===== src/rtl/hazard_pkg.sv =====
// rtl/hazard_pkg.sv - shared constants, MDU state type and latency helper for the hazard unit
package hazard_pkg;

  localparam logic [1:0] FWD_RF  = 2'b00;
  localparam logic [1:0] FWD_WB  = 2'b01;
  localparam logic [1:0] FWD_MEM = 2'b10;

  typedef enum logic [1:0] {
    IDLE = 2'b00,
    BUSY = 2'b01,
    DONE = 2'b10
  } mdu_state_t;

  // Larger of the two MDU latencies; sizes the shared down-counter.
  function automatic int max_lat(input int a, input int b);
    return (a > b) ? a : b;
  endfunction

endpackage


===== src/rtl/hazard_sb_if.sv =====
// rtl/hazard_sb_if.sv - pipeline-to-hazard-unit signal bundle
interface hazard_sb_if #(
  parameter int REG_AW = 5
);

  logic [REG_AW-1:0] rsD, rtD;
  logic              branchD;
  logic [REG_AW-1:0] rsE, rtE, writeregE;
  logic              regwriteE, memtoregE;
  logic              mdu_startE, mdu_is_divE;
  logic [REG_AW-1:0] writeregM;
  logic              regwriteM, memtoregM;
  logic              dmem_waitM, excflushM;
  logic [REG_AW-1:0] writeregW;
  logic              regwriteW;

  logic              forwardaD, forwardbD;
  logic [1:0]        forwardaE, forwardbE;
  logic              stallF, stallD, stallE, stallM, stallW;
  logic              flushD, flushE, flushM, flushW;
  logic              mdu_busy, mdu_done;

  // Pipeline side: supplies stage state, receives selects and stall/flush controls.
  modport master (
    output rsD, rtD, branchD, rsE, rtE, writeregE, regwriteE, memtoregE,
           mdu_startE, mdu_is_divE, writeregM, regwriteM, memtoregM,
           dmem_waitM, excflushM, writeregW, regwriteW,
    input  forwardaD, forwardbD, forwardaE, forwardbE,
           stallF, stallD, stallE, stallM, stallW,
           flushD, flushE, flushM, flushW, mdu_busy, mdu_done
  );

  // Hazard unit side.
  modport slave (
    input  rsD, rtD, branchD, rsE, rtE, writeregE, regwriteE, memtoregE,
           mdu_startE, mdu_is_divE, writeregM, regwriteM, memtoregM,
           dmem_waitM, excflushM, writeregW, regwriteW,
    output forwardaD, forwardbD, forwardaE, forwardbE,
           stallF, stallD, stallE, stallM, stallW,
           flushD, flushE, flushM, flushW, mdu_busy, mdu_done
  );

endinterface


===== src/rtl/hazard_mdu_tracker.sv =====
// rtl/hazard_mdu_tracker.sv - multiply/divide occupancy FSM with latency down-counter
module hazard_mdu_tracker
  import hazard_pkg::*;
#(
  parameter int MUL_LAT = 4,
  parameter int DIV_LAT = 32,
  parameter int CNT_W   = $clog2(max_lat(MUL_LAT, DIV_LAT) + 1)
) (
  input  logic clk,
  input  logic resetn,
  input  logic start,
  input  logic is_div,
  input  logic hold,
  input  logic abort,
  output logic busy,
  output logic done
);

  mdu_state_t       state;
  logic [CNT_W-1:0] cnt;
  logic [CNT_W-1:0] load_val;

  // cnt holds the BUSY cycles still owed after the current one, so the
  // BUSY->DONE step happens as cnt steps from 1 to 0. A latency of 1
  // therefore skips BUSY and lands in DONE straight from IDLE.
  assign load_val = is_div ? CNT_W'(DIV_LAT - 1) : CNT_W'(MUL_LAT - 1);

  // State and counter update; abort wins over everything except reset.
  always_ff @(posedge clk or negedge resetn) begin
    if (!resetn) begin
      state <= IDLE;
      cnt   <= '0;
    end else if (abort) begin
      state <= IDLE;
      cnt   <= '0;
    end else begin
      case (state)
        IDLE: begin
          if (start && !hold) begin
            state <= (load_val == '0) ? DONE : BUSY;
            cnt   <= load_val;
          end
        end
        BUSY: begin
          if (!hold) begin
            if (cnt <= CNT_W'(1)) begin
              state <= DONE;
              cnt   <= '0;
            end else begin
              cnt <= cnt - 1'b1;
            end
          end
        end
        DONE:    state <= IDLE;
        default: state <= IDLE;
      endcase
    end
  end

  assign busy = (state == BUSY);
  assign done = (state == DONE);

endmodule


===== src/rtl/hazard_sb.sv =====
// rtl/hazard_sb.sv - 5-stage pipeline hazard unit: bypass selects, stalls, flushes, MDU tracking
module hazard_sb
  import hazard_pkg::*;
#(
  parameter int REG_AW  = 5,
  parameter int MUL_LAT = 4,
  parameter int DIV_LAT = 32,
  parameter int CNT_W   = $clog2(max_lat(MUL_LAT, DIV_LAT) + 1)
) (
  input  logic       clk,
  input  logic       resetn,
  hazard_sb_if.slave bus
);

  localparam logic [REG_AW-1:0] ZERO_REG = '0;

  logic lw_stall, br_stall, mdu_hold;
  logic busy, done;

  hazard_mdu_tracker #(
    .MUL_LAT(MUL_LAT),
    .DIV_LAT(DIV_LAT),
    .CNT_W  (CNT_W)
  ) u_tracker (
    .clk   (clk),
    .resetn(resetn),
    .start (bus.mdu_startE),
    .is_div(bus.mdu_is_divE),
    .hold  (bus.dmem_waitM),
    .abort (bus.excflushM),
    .busy  (busy),
    .done  (done)
  );

  assign bus.mdu_busy = busy;
  assign bus.mdu_done = done;

  // E-stage bypass selects: the younger M result beats W; r0 never forwards.
  always_comb begin
    bus.forwardaE = FWD_RF;
    bus.forwardbE = FWD_RF;
    if (bus.rsE != ZERO_REG && bus.regwriteM && bus.rsE == bus.writeregM)
      bus.forwardaE = FWD_MEM;
    else if (bus.rsE != ZERO_REG && bus.regwriteW && bus.rsE == bus.writeregW)
      bus.forwardaE = FWD_WB;
    if (bus.rtE != ZERO_REG && bus.regwriteM && bus.rtE == bus.writeregM)
      bus.forwardbE = FWD_MEM;
    else if (bus.rtE != ZERO_REG && bus.regwriteW && bus.rtE == bus.writeregW)
      bus.forwardbE = FWD_WB;
  end

  assign bus.forwardaD = (bus.rsD != ZERO_REG) && bus.regwriteM && (bus.rsD == bus.writeregM);
  assign bus.forwardbD = (bus.rtD != ZERO_REG) && bus.regwriteM && (bus.rtD == bus.writeregM);

  assign lw_stall = bus.memtoregE && (bus.writeregE != ZERO_REG) &&
                    ((bus.writeregE == bus.rsD) || (bus.writeregE == bus.rtD));

  assign br_stall = bus.branchD &&
                    ((bus.regwriteE && (bus.writeregE != ZERO_REG) &&
                      ((bus.writeregE == bus.rsD) || (bus.writeregE == bus.rtD))) ||
                     (bus.memtoregM && (bus.writeregM != ZERO_REG) &&
                      ((bus.writeregM == bus.rsD) || (bus.writeregM == bus.rtD))));

  // The mul/div owns E while counting, and also in the IDLE cycle it first
  // appears; in DONE the result is ready and E is allowed to advance.
  assign mdu_hold = busy || (bus.mdu_startE && !busy && !done);

  // Priority mux: exception flush, memory wait, MDU hold, load-use/branch.
  always_comb begin
    bus.stallF = 1'b0;
    bus.stallD = 1'b0;
    bus.stallE = 1'b0;
    bus.stallM = 1'b0;
    bus.stallW = 1'b0;
    bus.flushD = 1'b0;
    bus.flushE = 1'b0;
    bus.flushM = 1'b0;
    bus.flushW = 1'b0;
    if (bus.excflushM) begin
      bus.flushD = 1'b1;
      bus.flushE = 1'b1;
      bus.flushM = 1'b1;
      bus.flushW = 1'b1;
    end else if (bus.dmem_waitM) begin
      bus.stallF = 1'b1;
      bus.stallD = 1'b1;
      bus.stallE = 1'b1;
      bus.stallM = 1'b1;
      bus.flushW = 1'b1;
    end else if (mdu_hold) begin
      bus.stallF = 1'b1;
      bus.stallD = 1'b1;
      bus.stallE = 1'b1;
      bus.flushM = 1'b1;
    end else if (lw_stall || br_stall) begin
      bus.stallF = 1'b1;
      bus.stallD = 1'b1;
      bus.flushE = 1'b1;
    end
  end

endmodule

===== src/flat_wrapper.sv =====
// flat-port wrapper written by rule: the top's interface ports become plain ports
module hazard_sb_flat import hazard_pkg::*;
#(
  parameter int REG_AW  = 5,
  parameter int MUL_LAT = 4,
  parameter int DIV_LAT = 32,
  parameter int CNT_W   = $clog2(max_lat(MUL_LAT, DIV_LAT) + 1)
)
  (clk, resetn, bus_rsD, bus_rtD, bus_branchD, bus_rsE, bus_rtE, bus_writeregE, bus_regwriteE, bus_memtoregE, bus_mdu_startE, bus_mdu_is_divE, bus_writeregM, bus_regwriteM, bus_memtoregM, bus_dmem_waitM, bus_excflushM, bus_writeregW, bus_regwriteW, bus_forwardaD, bus_forwardbD, bus_forwardaE, bus_forwardbE, bus_stallF, bus_stallD, bus_stallE, bus_stallM, bus_stallW, bus_flushD, bus_flushE, bus_flushM, bus_flushW, bus_mdu_busy, bus_mdu_done);
  hazard_sb_if #(.REG_AW(REG_AW)) bus_i ();
  input  logic clk;
  input  logic resetn;
  input wire logic [$bits(bus_i.rsD)-1:0] bus_rsD;
  input wire logic [$bits(bus_i.rtD)-1:0] bus_rtD;
  input wire logic [$bits(bus_i.branchD)-1:0] bus_branchD;
  input wire logic [$bits(bus_i.rsE)-1:0] bus_rsE;
  input wire logic [$bits(bus_i.rtE)-1:0] bus_rtE;
  input wire logic [$bits(bus_i.writeregE)-1:0] bus_writeregE;
  input wire logic [$bits(bus_i.regwriteE)-1:0] bus_regwriteE;
  input wire logic [$bits(bus_i.memtoregE)-1:0] bus_memtoregE;
  input wire logic [$bits(bus_i.mdu_startE)-1:0] bus_mdu_startE;
  input wire logic [$bits(bus_i.mdu_is_divE)-1:0] bus_mdu_is_divE;
  input wire logic [$bits(bus_i.writeregM)-1:0] bus_writeregM;
  input wire logic [$bits(bus_i.regwriteM)-1:0] bus_regwriteM;
  input wire logic [$bits(bus_i.memtoregM)-1:0] bus_memtoregM;
  input wire logic [$bits(bus_i.dmem_waitM)-1:0] bus_dmem_waitM;
  input wire logic [$bits(bus_i.excflushM)-1:0] bus_excflushM;
  input wire logic [$bits(bus_i.writeregW)-1:0] bus_writeregW;
  input wire logic [$bits(bus_i.regwriteW)-1:0] bus_regwriteW;
  output wire logic [$bits(bus_i.forwardaD)-1:0] bus_forwardaD;
  output wire logic [$bits(bus_i.forwardbD)-1:0] bus_forwardbD;
  output wire logic [$bits(bus_i.forwardaE)-1:0] bus_forwardaE;
  output wire logic [$bits(bus_i.forwardbE)-1:0] bus_forwardbE;
  output wire logic [$bits(bus_i.stallF)-1:0] bus_stallF;
  output wire logic [$bits(bus_i.stallD)-1:0] bus_stallD;
  output wire logic [$bits(bus_i.stallE)-1:0] bus_stallE;
  output wire logic [$bits(bus_i.stallM)-1:0] bus_stallM;
  output wire logic [$bits(bus_i.stallW)-1:0] bus_stallW;
  output wire logic [$bits(bus_i.flushD)-1:0] bus_flushD;
  output wire logic [$bits(bus_i.flushE)-1:0] bus_flushE;
  output wire logic [$bits(bus_i.flushM)-1:0] bus_flushM;
  output wire logic [$bits(bus_i.flushW)-1:0] bus_flushW;
  output wire logic [$bits(bus_i.mdu_busy)-1:0] bus_mdu_busy;
  output wire logic [$bits(bus_i.mdu_done)-1:0] bus_mdu_done;
  assign bus_i.rsD = bus_rsD;
  assign bus_i.rtD = bus_rtD;
  assign bus_i.branchD = bus_branchD;
  assign bus_i.rsE = bus_rsE;
  assign bus_i.rtE = bus_rtE;
  assign bus_i.writeregE = bus_writeregE;
  assign bus_i.regwriteE = bus_regwriteE;
  assign bus_i.memtoregE = bus_memtoregE;
  assign bus_i.mdu_startE = bus_mdu_startE;
  assign bus_i.mdu_is_divE = bus_mdu_is_divE;
  assign bus_i.writeregM = bus_writeregM;
  assign bus_i.regwriteM = bus_regwriteM;
  assign bus_i.memtoregM = bus_memtoregM;
  assign bus_i.dmem_waitM = bus_dmem_waitM;
  assign bus_i.excflushM = bus_excflushM;
  assign bus_i.writeregW = bus_writeregW;
  assign bus_i.regwriteW = bus_regwriteW;
  assign bus_forwardaD = bus_i.forwardaD;
  assign bus_forwardbD = bus_i.forwardbD;
  assign bus_forwardaE = bus_i.forwardaE;
  assign bus_forwardbE = bus_i.forwardbE;
  assign bus_stallF = bus_i.stallF;
  assign bus_stallD = bus_i.stallD;
  assign bus_stallE = bus_i.stallE;
  assign bus_stallM = bus_i.stallM;
  assign bus_stallW = bus_i.stallW;
  assign bus_flushD = bus_i.flushD;
  assign bus_flushE = bus_i.flushE;
  assign bus_flushM = bus_i.flushM;
  assign bus_flushW = bus_i.flushW;
  assign bus_mdu_busy = bus_i.mdu_busy;
  assign bus_mdu_done = bus_i.mdu_done;
  hazard_sb #(.REG_AW(REG_AW), .MUL_LAT(MUL_LAT), .DIV_LAT(DIV_LAT), .CNT_W(CNT_W)) u_core (.clk(clk), .resetn(resetn), .bus(bus_i));
endmodule

===== config.mk =====
export PLATFORM = sky130hd
export DESIGN_NAME = hazard_sb_flat
export DESIGN_NICKNAME = d
export VERILOG_FILES = /design/src/rtl/hazard_pkg.sv /design/src/rtl/hazard_sb_if.sv /design/src/rtl/hazard_mdu_tracker.sv /design/src/rtl/hazard_sb.sv /design/src/flat_wrapper.sv
export SDC_FILE = /design/constraint.sdc
export NUM_CORES = 1
export LEC_CHECK = 0
export BUFFER_PORTS_ARGS = -buffer_cell sky130_fd_sc_hd__buf_4
export CAP_MARGIN = 20
export CORE_ASPECT_RATIO = 0.6
export CORE_UTILIZATION = 40
export CTS_CLUSTER_DIAMETER = 100
export CTS_CLUSTER_SIZE = 40
export DETAILED_ROUTE_END_ITERATION = 12
export PLACE_DENSITY = 0.74
export SLEW_MARGIN = 30
export SYNTH_ARGS = -nofsm -noshare
export SYNTH_HDL_FRONTEND = slang
export SYNTH_SLANG_ARGS = --single-unit

===== constraint.sdc =====
create_clock -name clk -period 1.8 [get_ports clk]
set_clock_uncertainty 0.05 [all_clocks]
set_input_delay 0.27 -clock clk [delete_from_list [all_inputs] [get_ports clk]]
set_output_delay 0.27 -clock clk [all_outputs]
set_load 0.02 [all_outputs]

## Word level (Yosys, flattened, before mapping)

Index checks and enable logic that the tools add are counted.

| word-level totals | value |
|---|---|
| flip-flop bits (word level) | 8 |
| bits in latches | 0 |
| memory bits (writable) | 0 |
| ROM bits | 0 |
| bits of input ports | 47 |
| output and inout bits | 17 |
| word-level logic and storage cells | 92 |
| memories | 0 |

| cells by class | value |
|---|---|
| add/subtract/negate cells | 1 |
| multipliers | 0 |
| divide/modulo/power cells | 0 |
| $lt $le $gt $ge | 1 |
| eq/ne operators | 15 |
| shift operators | 0 |
| multiplexer cells | 32 |
| bitwise operators | 0 |
| reductions and logical operators | 41 |

Operators by type and width:

| kind | count |
|---|---|
| $eq A5 B5 Y1 | 10 |
| $reduce_bool A5 Y1 | 6 |
| $mux W6 | 4 |
| $logic_and A1 B1 Y1 | 22 |
| $mux W1 | 18 |
| $mux W2 | 7 |
| $pmux W6 S2 | 1 |
| $ne A3 B3 Y1 const B | 3 |
| $le A6 B1 Y1 const B | 1 |
| $logic_not A6 Y1 | 1 |
| $reduce_and A3 Y1 | 2 |
| $sub A6 B1 Y6 const B | 1 |
| $logic_or A1 B1 Y1 | 5 |
| $mux W5 | 1 |
| $pmux W2 S2 | 1 |
| $logic_not A1 Y1 | 3 |
| $reduce_bool A3 Y1 | 1 |
| $eq A2 B1 Y1 const B | 1 |
| $eq A2 B2 Y1 const B | 1 |
| $logic_not A2 Y1 | 1 |

## Longest topological paths before layout

| depth | value |
|---|---|
| depth in word-level cells | 10 |
| gate-level depth with buffers | 7 |
| mapped depth without buffers | 7 |

## Hierarchy

From an unflattened synthesis, not the netlist that was laid out.

| second synthesis, totals | value |
|---|---|
| cells, all modules | 155 |
| area total of the unflattened synthesis | 1253.7 um2 |

By module, submodules not included:

| module | instances | cells an instance | area each (um2) | sequential area each (um2) |
|---|---|---|---|---|
| hazard_sb | 1 | 97 | 703.2 | 0.0 |
| hazard_mdu_tracker | 1 | 58 | 550.5 | 200.2 |

## Worst setup path after synthesis

Ideal clock, no wire load.

| path | value |
|---|---|
| kind | input to output |
| start point | input bus_writeregM[4] |
| end point | output bus_flushE |
| data arrival time | 1940 ps |
| data required time | 1480 ps |
| path slack | -460 ps |
| cell stages on the path | 6 |
| buffers on the path | 1 |
| cell sequence | clkbuf_1 > xnor2_1 > nand3_1 > nor3_1 > nor2_1 > o311ai_0 |

| between the ends | value |
|---|---|
| word-level cells in the longest chain between the ends | 10 |
| elaborated cells on any way between the ends | 13 |
| classes of those cells | eq/ne: 2; mux: 4; reduce/logical: 7 |

Ends and longest elaborated chain:

| what | line | RTL |
|---|---|---|
| start: declaration | flat_wrapper.sv:23 | `input wire logic [$bits(bus_i.writeregM)-1:0] bus_writeregM;` |
| $eq A5 B5 Y1 / $reduce_bool A5 Y1 (equally long branches) | hazard_sb.sv:62, hazard_sb.sv:61 |  |
| $logic_or A1 B1 Y1 / $logic_and A1 B1 Y1 (equally long branches) | hazard_sb.sv:62, hazard_sb.sv:61 |  |
| $logic_and A1 B1 Y1 * | hazard_sb.sv:61 | `(bus.memtoregM && (bus.writeregM != ZERO_REG) &&` |
| $logic_or A1 B1 Y1 * | hazard_sb.sv:60 | `((bus.writeregE == bus.rsD) \|\| (bus.writeregE == bus.rtD))) \|\|` |
| $logic_and A1 B1 Y1 * | hazard_sb.sv:58 | `assign br_stall = bus.branchD &&` |
| $logic_or A1 B1 Y1 * | hazard_sb.sv:95 | `end else if (lw_stall \|\| br_stall) begin` |
| $mux W1 * | hazard_sb.sv:95 |  |
| $mux W1 * | hazard_sb.sv:90 | `end else if (mdu_hold) begin` |
| $mux W1 * | hazard_sb.sv:84 | `end else if (bus.dmem_waitM) begin` |
| $mux W1 * | hazard_sb.sv:79 | `if (bus.excflushM) begin` |
| end: declaration | flat_wrapper.sv:40 | `output wire logic [$bits(bus_i.flushE)-1:0] bus_flushE;` |

Every way passes the cells marked *; elsewhere a longest branch is shown, timed or not.

## Worst setup path in the final report

| path | value |
|---|---|
| start point | input bus_writeregM[1] |
| end point | output bus_stallD |

| between the ends | value |
|---|---|
| word-level cells in the longest chain between the ends | 10 |
| elaborated cells on any way between the ends | 13 |
| classes of those cells | eq/ne: 2; mux: 4; reduce/logical: 7 |

Ends and longest elaborated chain:

| what | line | RTL |
|---|---|---|
| $eq A5 B5 Y1 / $reduce_bool A5 Y1 (equally long branches) | hazard_sb.sv:62, hazard_sb.sv:61 |  |
| $logic_or A1 B1 Y1 / $logic_and A1 B1 Y1 (equally long branches) | hazard_sb.sv:62, hazard_sb.sv:61 |  |
| $logic_and A1 B1 Y1 * | hazard_sb.sv:61 |  |
| $logic_or A1 B1 Y1 * | hazard_sb.sv:60 |  |
| $logic_and A1 B1 Y1 * | hazard_sb.sv:58 |  |
| $logic_or A1 B1 Y1 * | hazard_sb.sv:95 |  |
| $mux W1 * | hazard_sb.sv:95 |  |
| $mux W1 * | hazard_sb.sv:90 |  |
| $mux W1 * | hazard_sb.sv:84 |  |
| $mux W1 * | hazard_sb.sv:79 |  |
| end: declaration | flat_wrapper.sv:35 | `output wire logic [$bits(bus_i.stallD)-1:0] bus_stallD;` |

Marked as above.

==> summary.txt <==
Layout
  • Area added between synthesis and finish: 83.8%
  • Layout cell share with drive strength beyond 1: 51.4%
  • Core occupancy in the finished layout: 80.9%
  • Diode count: 0
  • # fillers: 172
  • Final net count: 294

Logic synthesis
  • Post-synth top flop: dfrtp_1
  • Nets in the synthesized netlist: 202
  • Post-synthesis share of cell area spent on full adders, half adders and majority gates: 3.03%
  • Combinational family with the most area after synthesis: XOR/XNOR gates
  • Average instance area after synthesis: 7.56 um2
  • Most frequent cells after synthesis: xnor2_1, nor2_1, nand2_1
  • Yosys top cell area share: 24.2%
  • Cells taking the most area after synthesis: xnor2_1, dfrtp_1, xor2_1
  • Most frequently used cell type in the post-synthesis netlist: xnor2_1
  • Fraction of the yosys area taken by sequential cells: 17.3%
  • Cell area after synthesis: 1160 um2
  • Compound-Gate Fraction of Synth Area: 16.6%
  • Multiplexer share of the synthesized area: 0%
  • Count of synthesis-stage warnings from yosys: 0
  • Post-synth top area cell: xnor2_1
  • Share of synthesized cell area in and, or, nand and nor gates: 24.6%
  • Number of distinct library cells after synthesis: 38
  • Synth Register Bits: 8
  • Count of flip-flops with a built-in enable after synthesis: 0
  • Gate count after technology mapping: 153
  • Post-synthesis xor/xnor area fraction: 30.3%
  • Asr flop ratio synth: 100%

Critical path
  • Slowest cell on crit path: or4_4
  • Data arrival at the endpoint of the critical path: 1.70 ns
  • Worst path top cell family by delay: simple AND/OR/NAND/NOR gates
  • Element type at the critical path start: input port
  • Crit path buf inv count: 2
  • Highest cell delay on the worst timing path: 0.53 ns
  • Critical path class: in2out
  • Kind of end point of the critical path: primary output
  • Critical path cell sequence: buf_6 > or4_4 > o211ai_2 > nor2_1 > o21a_1 > a311o_1 > buf_4
  • Required time reported for the critical path endpoint: 1.48 ns
  • Critical-path maximum fanout: 2
  • Critical path startpoint: bus_writeregM[1]
  • Worst flop-to-flop path startpoint: u_core.u_tracker.cnt[3]

Power
  • Flop pwr share: 22.1%
  • Leakage power summed over all cells: 0.960 nW
  • Combinational cell fraction of total power: 54.9%
  • Part of the power in the clock network: 23.0%
  • Net switching fraction of the power: 36.9%
  • Switching component of the power: 0.354 mW
  • Pint: 0.605 mW
  • Pwr dens: 452 nW/um2
  • Max IR drop VDD: 0.296 mV

Global route
  • Global-route wire length before repair: 6.83 mm
  • Global-route usage over all layers: 28.2%
  • Aggregate global routing overflow: 0
  • Number of antenna violations at the first check in global routing: 0
  • Number of global-route vias before repair: 1,511
  • Pin count of the biggest net entering global routing: 12

Status
  • Violated checks: DRC, setup timing
  • Outcome: finished with violations

Placement
  • Number of I/O port buffers: 62
  • HPWL Detailed: 3.27 mm
  • Weighted congestion reported at the end of routability-driven placement: 0.895

Timing
  • Hold_ws: 0.265 ns
  • RSZ-0062 raised after global routing: yes
  • Share of the cycle needed by the critical path after routing: 112%
  • Fin. Hold Viols: 0
  • Number of max-slew violations in the final report: 0
  • Total setup violations reported at the end of the flow: 5
  • Final Critical Period: 2.02 ns
  • Final setup slack of the worst path: -0.222 ns
  • Achievable Freq: 494 MHz

Min path
  • Worst min-delay path category: in2reg
  • Source of the worst hold timing path: bus_excflushM

Flow run
  • Number of max-cap violations: 0

Die
  • Overall die area: 3120 um2
  • Starting utilization of the core area: 44.0%
  • Core area: 2630 um2
  • Width of the die: 71.4 um
  • Cell Rows: 14
  • Die extent in y: 43.6 um
  • I/O pin cnt: 64

Clock tree
  • Cell at the root of the clock tree: clkbuf_8
  • Clock tree from TritonCTS: built
  • Clock Pin Slew Worst Setup and Hold Paths: 0.04 ns
  • Clk_lat worst skew: 0.23 ns
  • Total clock buffers created by CTS: 3
  • Clk buf depth: 2
  • Number of levels in the clock H-tree: 1
  • Sink Count: 8

Drt
  • Total via count after detailed routing: 1,539
  • Mean number of vias per cell: 5.60
  • Number of remaining DRC errors: 3
  • ANT nets after route: 0
  • Sum of routed wire length over all layers: 4.51 mm
  • Count of routing violations after the opening detailed-route iteration: 106
  • Drt first pass iters: 9
  • Wire per inst: 16.4 um
## flip-flops by register name, indices dropped and copies added, names as in the netlist
register,count
u_core.u_tracker.state,2
u_core.u_tracker.cnt,6
## layout by cell type, fill, tap and decap left out, drive strengths merged, types with 3 or more instances in the layout
master  count
xnor2      32
or4         3
nor2       16
clkbuf      3
nor4        4
nor3        9
nand2       9
inv         8
or3         3
buf        95
nand3       5
xor2        8
dfrtp       8
o21ai       8
a21oi       6
nand4       4
## repair_timing
action,4_1_cts,5_1_grt
gates resized for setup,14,22
hold buffers,1,0
setup endpoints to repair,8,13
setup buffers,3,2
endpoints found under the hold margin,8,0
pin swaps,5,11
## worst paths after layout
kind | endpoint | slack, ns | depth (start not counted)
setup / recovery | bus_stallD | -0.22 | 7
hold / removal | u_core.u_tracker.state[0] | 0.27 | 2
setup reg to reg | u_core.u_tracker.state[0] | 0.11 | 5
hold reg to reg | u_core.u_tracker.state[0] | 0.50 | 2
max in group asynchronous | u_core.u_tracker.state[0] | 1.22 | 2
min in group asynchronous | u_core.u_tracker.cnt[0] | 0.35 | 2
## per-stage QoR
step	area, um2	cells	power, mW	worst slack, ns	setup TNS, ns
after floorplan	1220	153	0.452	-0.258	-0.556
after global placement	1870	267	0.645	-0.196	-0.529
after detailed placement	1870	267	0.664	-0.227	-0.659
after CTS	2000	274	0.903	-0.222	-0.578
after global routing	2120	275	1.01	-0.277	-0.905
final	2120	275	0.960	-0.222	-0.542
## cells by family (layout without fill, tap and decap cells)
family	count (synthesis)	in the layout
simple gates	56	56
xor+xnor	40	40
compound gates	28	28
buf+inv	17	107
flops	8	8
fa+ha+maj	3	3
other cells	1	1
## power by group through the flow
| stage | Sequential [mW] | Combinational (mW) | Clock, mW |
|---|---|---|---|
| floorplan | 0.208 | 0.244 | 0 |
| global route | 0.213 | 0.563 | 0.229 |
| global placement | 0.209 | 0.436 | 0 |
| detailed placement | 0.212 | 0.452 | 0 |
| finish | 0.212 | 0.527 | 0.220 |
| CTS | 0.209 | 0.475 | 0.220 |
## layer usage
metal  share of wire (%)  GRT usage, %
met5                   0             0
met3                 5.8          5.81
met2                  50          49.5
met4                 2.3          8.00
met1                  42          35.7
## final cells by class
class / count / area (um2) / share of cell area [%]
Timing Repair Buffer: 96 / 772 / 36.3
Sequential cell: 8 / 200 / 9.42
Multi-Input combinational cell: 128 / 1040 / 49.0
Clock buffer: 3 / 41.3 / 1.94
Inverter: 8 / 30.0 / 1.41
Tap cell: 32 / 40.0 / 1.88
## worst reg2reg max path, cell delays in order, from the launching register on
cell,delay (ns)
dfrtp_1,0.41
or3_1,0.45
nor3_4,0.26
nand2_1,0.13
a22oi_1,0.20
nor3_1,0.07
No activity file was read; power rests on OpenSTA's default activity.
